**src/rtl/anton_neopixel_frame_sequencer_pkg.sv**
```systemverilog
// Shared state encoding and default sizing for the NeoPixel frame sequencer.
package anton_neopixel_frame_sequencer_pkg;

    localparam int SEQ_FRAME_BITS   = 8;
    localparam int SEQ_INIT_TIMEOUT = 15;

    typedef enum logic [2:0] {
        ENUM_SEQ_IDLE  = 3'd0,
        ENUM_SEQ_INIT  = 3'd1,
        ENUM_SEQ_TX    = 3'd2,
        ENUM_SEQ_LATCH = 3'd3,
        ENUM_SEQ_HOLD  = 3'd4
    } seq_state_e;

endpackage

```
**src/rtl/anton_neopixel_frame_sequencer.sv**
```systemverilog
// Frame-by-frame sequencer for the NeoPixel stream logic: init, run, frame counting,
// loop/one-shot, graceful stop, and pixel-buffer arbitration between APB writer and stream.
module anton_neopixel_frame_sequencer
    import anton_neopixel_frame_sequencer_pkg::*;
#(
    parameter int FRAME_BITS   = SEQ_FRAME_BITS,
    parameter int INIT_TIMEOUT = SEQ_INIT_TIMEOUT
) (
    input  logic                  clk6_4mhz,
    input  logic                  rst,
    input  logic                  ctrlStart,
    input  logic                  ctrlStop,
    input  logic                  ctrlLoop,
    input  logic [FRAME_BITS-1:0] frameCount,
    input  logic                  initSlowDone,
    input  logic                  streamPixelOf,
    input  logic                  streamSyncOf,
    input  logic                  writeReq,
    output logic                  initSlow,
    output logic                  regCtrlInit,
    output logic                  regCtrlRun,
    output logic                  writeGrant,
    output logic                  busy,
    output logic                  frameDone,
    output logic [FRAME_BITS-1:0] framesSent,
    output logic                  errInit
);

    localparam logic [7:0] TIMEOUT_LAST = 8'(INIT_TIMEOUT - 1);

    seq_state_e            state_q, state_d;
    logic                  start_pending_q, start_pending_d;
    logic                  stop_pending_q, stop_pending_d;
    logic [7:0]            tmo_cnt_q, tmo_cnt_d;
    logic [FRAME_BITS-1:0] frames_q, frames_d;
    logic                  err_init_q, err_init_d;
    logic                  frame_done_q, frame_done_d;
    logic                  init_q, run_q, grant_q, busy_q;
    logic                  init_d, run_d, grant_d, busy_d;
    logic [FRAME_BITS:0]   frames_next_ext;
    logic [FRAME_BITS:0]   frame_target;

    // One extra bit so the one-shot end test is immune to the frame counter wrapping.
    assign frames_next_ext = {1'b0, frames_q} + {{FRAME_BITS{1'b0}}, 1'b1};
    assign frame_target    = (frameCount == '0) ? {{FRAME_BITS{1'b0}}, 1'b1}
                                                : {1'b0, frameCount};

    always_comb begin
        state_d         = state_q;
        start_pending_d = start_pending_q;
        stop_pending_d  = stop_pending_q;
        tmo_cnt_d       = tmo_cnt_q;
        frames_d        = frames_q;
        err_init_d      = err_init_q;
        frame_done_d    = 1'b0;

        case (state_q)
            ENUM_SEQ_IDLE: begin
                if (ctrlStart || start_pending_q) begin
                    if (writeReq) begin
                        start_pending_d = 1'b1;
                    end else begin
                        state_d         = ENUM_SEQ_INIT;
                        start_pending_d = 1'b0;
                        stop_pending_d  = 1'b0;
                        frames_d        = '0;
                        err_init_d      = 1'b0;
                        tmo_cnt_d       = '0;
                    end
                end
            end
            ENUM_SEQ_INIT: begin
                if (ctrlStop) stop_pending_d = 1'b1;
                if (initSlowDone) begin
                    state_d = ENUM_SEQ_TX;
                end else if (tmo_cnt_q == TIMEOUT_LAST) begin
                    err_init_d = 1'b1;
                    state_d    = ENUM_SEQ_IDLE;
                end else begin
                    tmo_cnt_d = tmo_cnt_q + 8'd1;
                end
            end
            ENUM_SEQ_TX: begin
                if (ctrlStop) stop_pending_d = 1'b1;
                if (streamPixelOf) state_d = ENUM_SEQ_LATCH;
            end
            ENUM_SEQ_LATCH: begin
                if (ctrlStop) stop_pending_d = 1'b1;
                if (streamSyncOf) begin
                    frame_done_d = 1'b1;
                    frames_d     = frames_q + 1'b1;
                    if (stop_pending_q || ctrlStop) begin
                        state_d = ENUM_SEQ_IDLE;
                    end else if (!ctrlLoop && (frames_next_ext >= frame_target)) begin
                        state_d = ENUM_SEQ_IDLE;
                    end else if (writeReq) begin
                        state_d = ENUM_SEQ_HOLD;
                    end else begin
                        state_d = ENUM_SEQ_TX;
                    end
                end
            end
            ENUM_SEQ_HOLD: begin
                if (ctrlStop) begin
                    state_d = ENUM_SEQ_IDLE;
                end else if (!writeReq) begin
                    state_d = ENUM_SEQ_TX;
                end
            end
            default: state_d = ENUM_SEQ_IDLE;
        endcase
    end

    // Stream controls follow the next state so they change on the same edge as the state.
    // The buffer stays with the stream from INIT onward so TX never starts under a host write.
    always_comb begin
        init_d  = (state_d == ENUM_SEQ_INIT);
        run_d   = (state_d == ENUM_SEQ_TX) || (state_d == ENUM_SEQ_LATCH);
        busy_d  = (state_d != ENUM_SEQ_IDLE);
        grant_d = 1'b0;
        if ((state_d == ENUM_SEQ_IDLE) || (state_d == ENUM_SEQ_LATCH) ||
            (state_d == ENUM_SEQ_HOLD)) begin
            grant_d = writeReq;
        end
    end

    always_ff @(posedge clk6_4mhz) begin
        if (rst) begin
            state_q         <= ENUM_SEQ_IDLE;
            start_pending_q <= 1'b0;
            stop_pending_q  <= 1'b0;
            tmo_cnt_q       <= '0;
            frames_q        <= '0;
            err_init_q      <= 1'b0;
            frame_done_q    <= 1'b0;
            init_q          <= 1'b0;
            run_q           <= 1'b0;
            busy_q          <= 1'b0;
            grant_q         <= 1'b1;
        end else begin
            state_q         <= state_d;
            start_pending_q <= start_pending_d;
            stop_pending_q  <= stop_pending_d;
            tmo_cnt_q       <= tmo_cnt_d;
            frames_q        <= frames_d;
            err_init_q      <= err_init_d;
            frame_done_q    <= frame_done_d;
            init_q          <= init_d;
            run_q           <= run_d;
            busy_q          <= busy_d;
            grant_q         <= grant_d;
        end
    end

    assign initSlow    = init_q;
    assign regCtrlInit = init_q;
    assign regCtrlRun  = run_q;
    assign writeGrant  = grant_q;
    assign busy        = busy_q;
    assign frameDone   = frame_done_q;
    assign framesSent  = frames_q;
    assign errInit     = err_init_q;

endmodule
```
**config.mk**
```make
export PLATFORM = sky130hd
export DESIGN_NAME = anton_neopixel_frame_sequencer
export DESIGN_NICKNAME = d
export VERILOG_FILES = /design/src/rtl/anton_neopixel_frame_sequencer_pkg.sv /design/src/rtl/anton_neopixel_frame_sequencer.sv
export SDC_FILE = /design/constraint.sdc
export NUM_CORES = 1
export LEC_CHECK = 0
export CORE_MARGIN = 2
export CORE_UTILIZATION = 47
export CTS_CLUSTER_DIAMETER = 200
export CTS_CLUSTER_SIZE = 16
export DETAILED_ROUTE_END_ITERATION = 10
export GPL_TIMING_DRIVEN = 0
export PLACE_DENSITY = 0.73
export SETUP_SLACK_MARGIN = 0.2
export SLEW_MARGIN = 20
export SYNTH_ARGS = -nofsm -noshare
export SYNTH_HDL_FRONTEND = slang
export SYNTH_SLANG_ARGS = --single-unit
```
**constraint.sdc**
```tcl
create_clock -name clk6_4mhz -period 2.8 [get_ports clk6_4mhz]
set_input_delay 0.56 -clock clk6_4mhz [delete_from_list [all_inputs] [get_ports clk6_4mhz]]
set_output_delay 0.56 -clock clk6_4mhz [all_outputs]
set_load 0.01 [all_outputs]
```
==> impl_metrics.tcl, run 1 <==
set metrics [dict create \
    tightest_slew_ps 728 \
    synthXorXnorAreaFrac_pct 3.19 \
    worstHoldPathType "flop to flop" \
    cts_tree "built" \
    clkLatencyLatePin_ps 330 \
    wl_met1_mm 2.02 \
    rsz0062_at_grt "false" \
    powerDensity_nw_per_um2 351 \
    synthAdderAreaFrac_pct 8.37 \
    finalSetupViolations 0 \
    finalWorstSetupSlack_ps 330 \
    nets 267 \
    yosysSeqAreaShare_pct 32.9 \
    synth-compound-area-share_pct 21.1 \
    final_common_cell "clkdlybuf4s50_1" \
    route.detailed.drc 0 \
    fin_crit_sh_pct 88.2 \
    critPathRequiredTime_ps 3040 \
    endpoint_kind "flop" \
    report.final.slew_viol_count 0 \
    num_antenna_cells 0 \
    synth.net_count 230 \
    ys_seq_elements 27 \
    dpl.cell_count 278 \
    avgSynthCellArea_um2 8.15 \
    area.sequential_um2 551 \
    rows 21 \
    clock_path_buffers 2 \
    vias 1607 \
    core-area_um2 3340 \
    ant_nets 0 \
    place_ws_ps -147 \
    ios 32 \
    dr.pass1.iters 4 \
    status "finished, final reports clean" \
    yosysWarnings 0 \
    drt_iter0_markers 95 \
    instances_no_fill 284 \
    min_period_ps 2470 \
    wire_per_inst_um 14.2 \
    grt_pass1_wl_mm 6.90 \
    synth_simple_gate_area_share_pct 28.9 \
    peakVddDrop_uv 369 \
    io_buffer_count 30 \
    synthFlopType "dfxtp_1" \
    synthMuxAreaShare_pct 0.608 \
    maxCapViolCount 0 \
    synth_top_family_by_area "simple AND/OR/NAND/NOR gates" \
    grt_max_degree 16 \
    fin_area_um2 2120 \
    synth_cells 202 \
    met3_wirelength_um 238 \
    cts-root-buf "clkbuf_4" \
    timing.fmax_ghz 0.405 \
    p_leak_uw 0.000858 \
    placed_cell_area_um2 2000 \
    crit_type "flop to flop" \
    worst_hold_slack_ps 492 \
    antenna_found_initial 0 \
    clock_sink_count 27 \
    overflow 0 \
    layout-drive-gt1-share_pct 12.6 \
    dieArea_um2 3990 \
    grt_pass1_vias 1499 \
    fin_skew_ps 8.64 \
    cts_inserted_buffers 3 \
    die_w_um 63.2 \
    final_cell_mix "29 x clkdlybuf4s50_1, 23 x dfxtp_1, 20 x nor2_1, 20 x a21oi_1, 16 x nand2_1" \
    drt-total-wl_mm 4.02 \
    clkTransAtPathRegs_ps 150 \
    hpwl_mm 2.97 \
    viasPerCell 5.66 \
    multi_input_area_um2 1080 \
    hold_viol 0 \
    synth_edf_count 0 \
    die_y_um 63.2 \
    syn_area_um2 1650 \
    gp_congestion 0.854 \
    start_util_pct 49.3 \
    fillers 316 \
    h-tree-depth 1 \
    yosys.cell_types.count 50 \
    maxSlewHeadroom_pct 51.5 \
    start_kind "flop" \
    cp_max_fo 5 \
    syn2layout_area_growth_pct 28.8 \
    async_reset_ff_share_pct 0 \
    highest_layer "met4" \
    critPathArrivalTime_ps 2700 \
    wl_met2_mm 1.74 \
    grtUsageTotal_pct 21.4 \
]
through the flow:
step	total power (µW)	setup TNS [ps]	utilization (%)
floorplan	508	0	-
global placement	575	-390	60.0
detailed placement	576	-505	60.0
CTS	751	0	62.1
global route	784	0	63.5
finish	743	0	63.5
routing by layer:
metal	up-vias	global-route usage, %
met1	751	31.7
li1	810	-
met4	0	4.44
met5	-	0
met3	4	4.29
met2	42	32.0
cells by family (layout without fill, tap and decap cells):
kind of cell / Yosys count / in the layout
AOI/OAI and AO/OA: 53 / 53
buffers and inverters: 17 / 53
adders and majority gates: 11 / 11
and+or+nand+nor: 87 / 87
muxes: 1 / 1
xor gates and xnor gates: 6 / 6
DFF: 27 / 27
repair_timing:
item,in CTS,in global routing
hold buffers,0,0
buffers inserted,2,0
pin swaps,1,4
gates resized for setup,8,10
setup endpoints to repair,5,7
endpoints found under the hold margin,0,0
registers in the layout, summed over array words and instances (netlist names):
| signal | flops |
|---|---|
| start_pending_q | 1 |
| writeGrant | 1 |
| initSlow | 1 |
| errInit | 1 |
| frameDone | 1 |
| state_q | 3 |
| tmo_cnt_q | 8 |
| regCtrlRun | 1 |
| framesSent | 8 |
| stop_pending_q | 1 |
| busy | 1 |
critical path, cell delays in order (launching register included):
cell and delay [ps]:
dfxtp_4 390, buf_4 110, nand3_2 130, or2_4 310
xnor2_1 130, ha_1 300, and3_1 170, and3_1 210
a211oi_4 320, nand4_1 140, nor4bb_1 170
synth_stat cells, types with 2 or more instances:
master / count / share of area [%]
inv_1: 9 / 2.1
a211oi_1: 2 / 0.91
and3_1: 5 / 1.9
or3_1: 3 / 1.1
or2_2: 3 / 1.1
nand2_1: 17 / 3.9
o21ai_0: 5 / 1.5
nor2_1: 20 / 4.6
a21oi_1: 20 / 6.1
dfxtp_1: 27 / 33
buf_4: 2 / 0.91
xor2_1: 2 / 1.1
or4_1: 5 / 2.3
ha_1: 11 / 8.4
nand3b_1: 2 / 0.91
nand3_1: 6 / 1.8
or4b_1: 2 / 1.2
a22oi_1: 2 / 0.91
xnor2_1: 4 / 2.1
nor3_1: 6 / 1.8
buf_2: 2 / 0.61
a21o_1: 5 / 2.3
o32ai_1: 2 / 1.1
o31ai_1: 3 / 1.4
nor4_1: 2 / 0.76
nor2b_1: 5 / 1.9
a31oi_1: 2 / 0.76
clkbuf_1: 3 / 0.68
o211ai_1: 2 / 0.91
and2_1: 3 / 1.1
path summary, 6_finish.rpt:
path            startpoint    endpoint  slack [ps]  cells past startpoint
min                errInit     errInit         490                      2
min reg2reg        errInit     errInit         490                      2
max reg2reg  framesSent[0]  writeGrant         330                     10
max          framesSent[0]  writeGrant         330                     10
layout make-up:
cell class              instances  area share [%]
multi-input cells             158            51.2
repair buffers                 32            15.0
clock buffers                   3            1.06
flip-flops and latches         27            26.0
clock inverters                 1           0.236
inverters                       9            1.59
plain buffers                   8            2.24
well taps                      46            2.72
report_power, final:
part / switching (µW) / internal [µW]
clock: 119 / 53.8
combinational: 88.8 / 77.7
sequential: 8.78 / 396
total: 216 / 527
Power figures use the tool's default switching activity.
==> run 2: changes to the inputs <==
--- a/config.mk
+++ b/config.mk
@@ -13,7 +13,8 @@
 export GPL_TIMING_DRIVEN = 0
 export PLACE_DENSITY = 0.73
 export SETUP_SLACK_MARGIN = 0.2
-export SLEW_MARGIN = 20
+export SLEW_MARGIN = 25
 export SYNTH_ARGS = -nofsm -noshare
 export SYNTH_HDL_FRONTEND = slang
 export SYNTH_SLANG_ARGS = --single-unit
+export TNS_END_PERCENT = 20
==> results of run 2 <==
Final layout, timing and power as in run 1 (identical DEF).
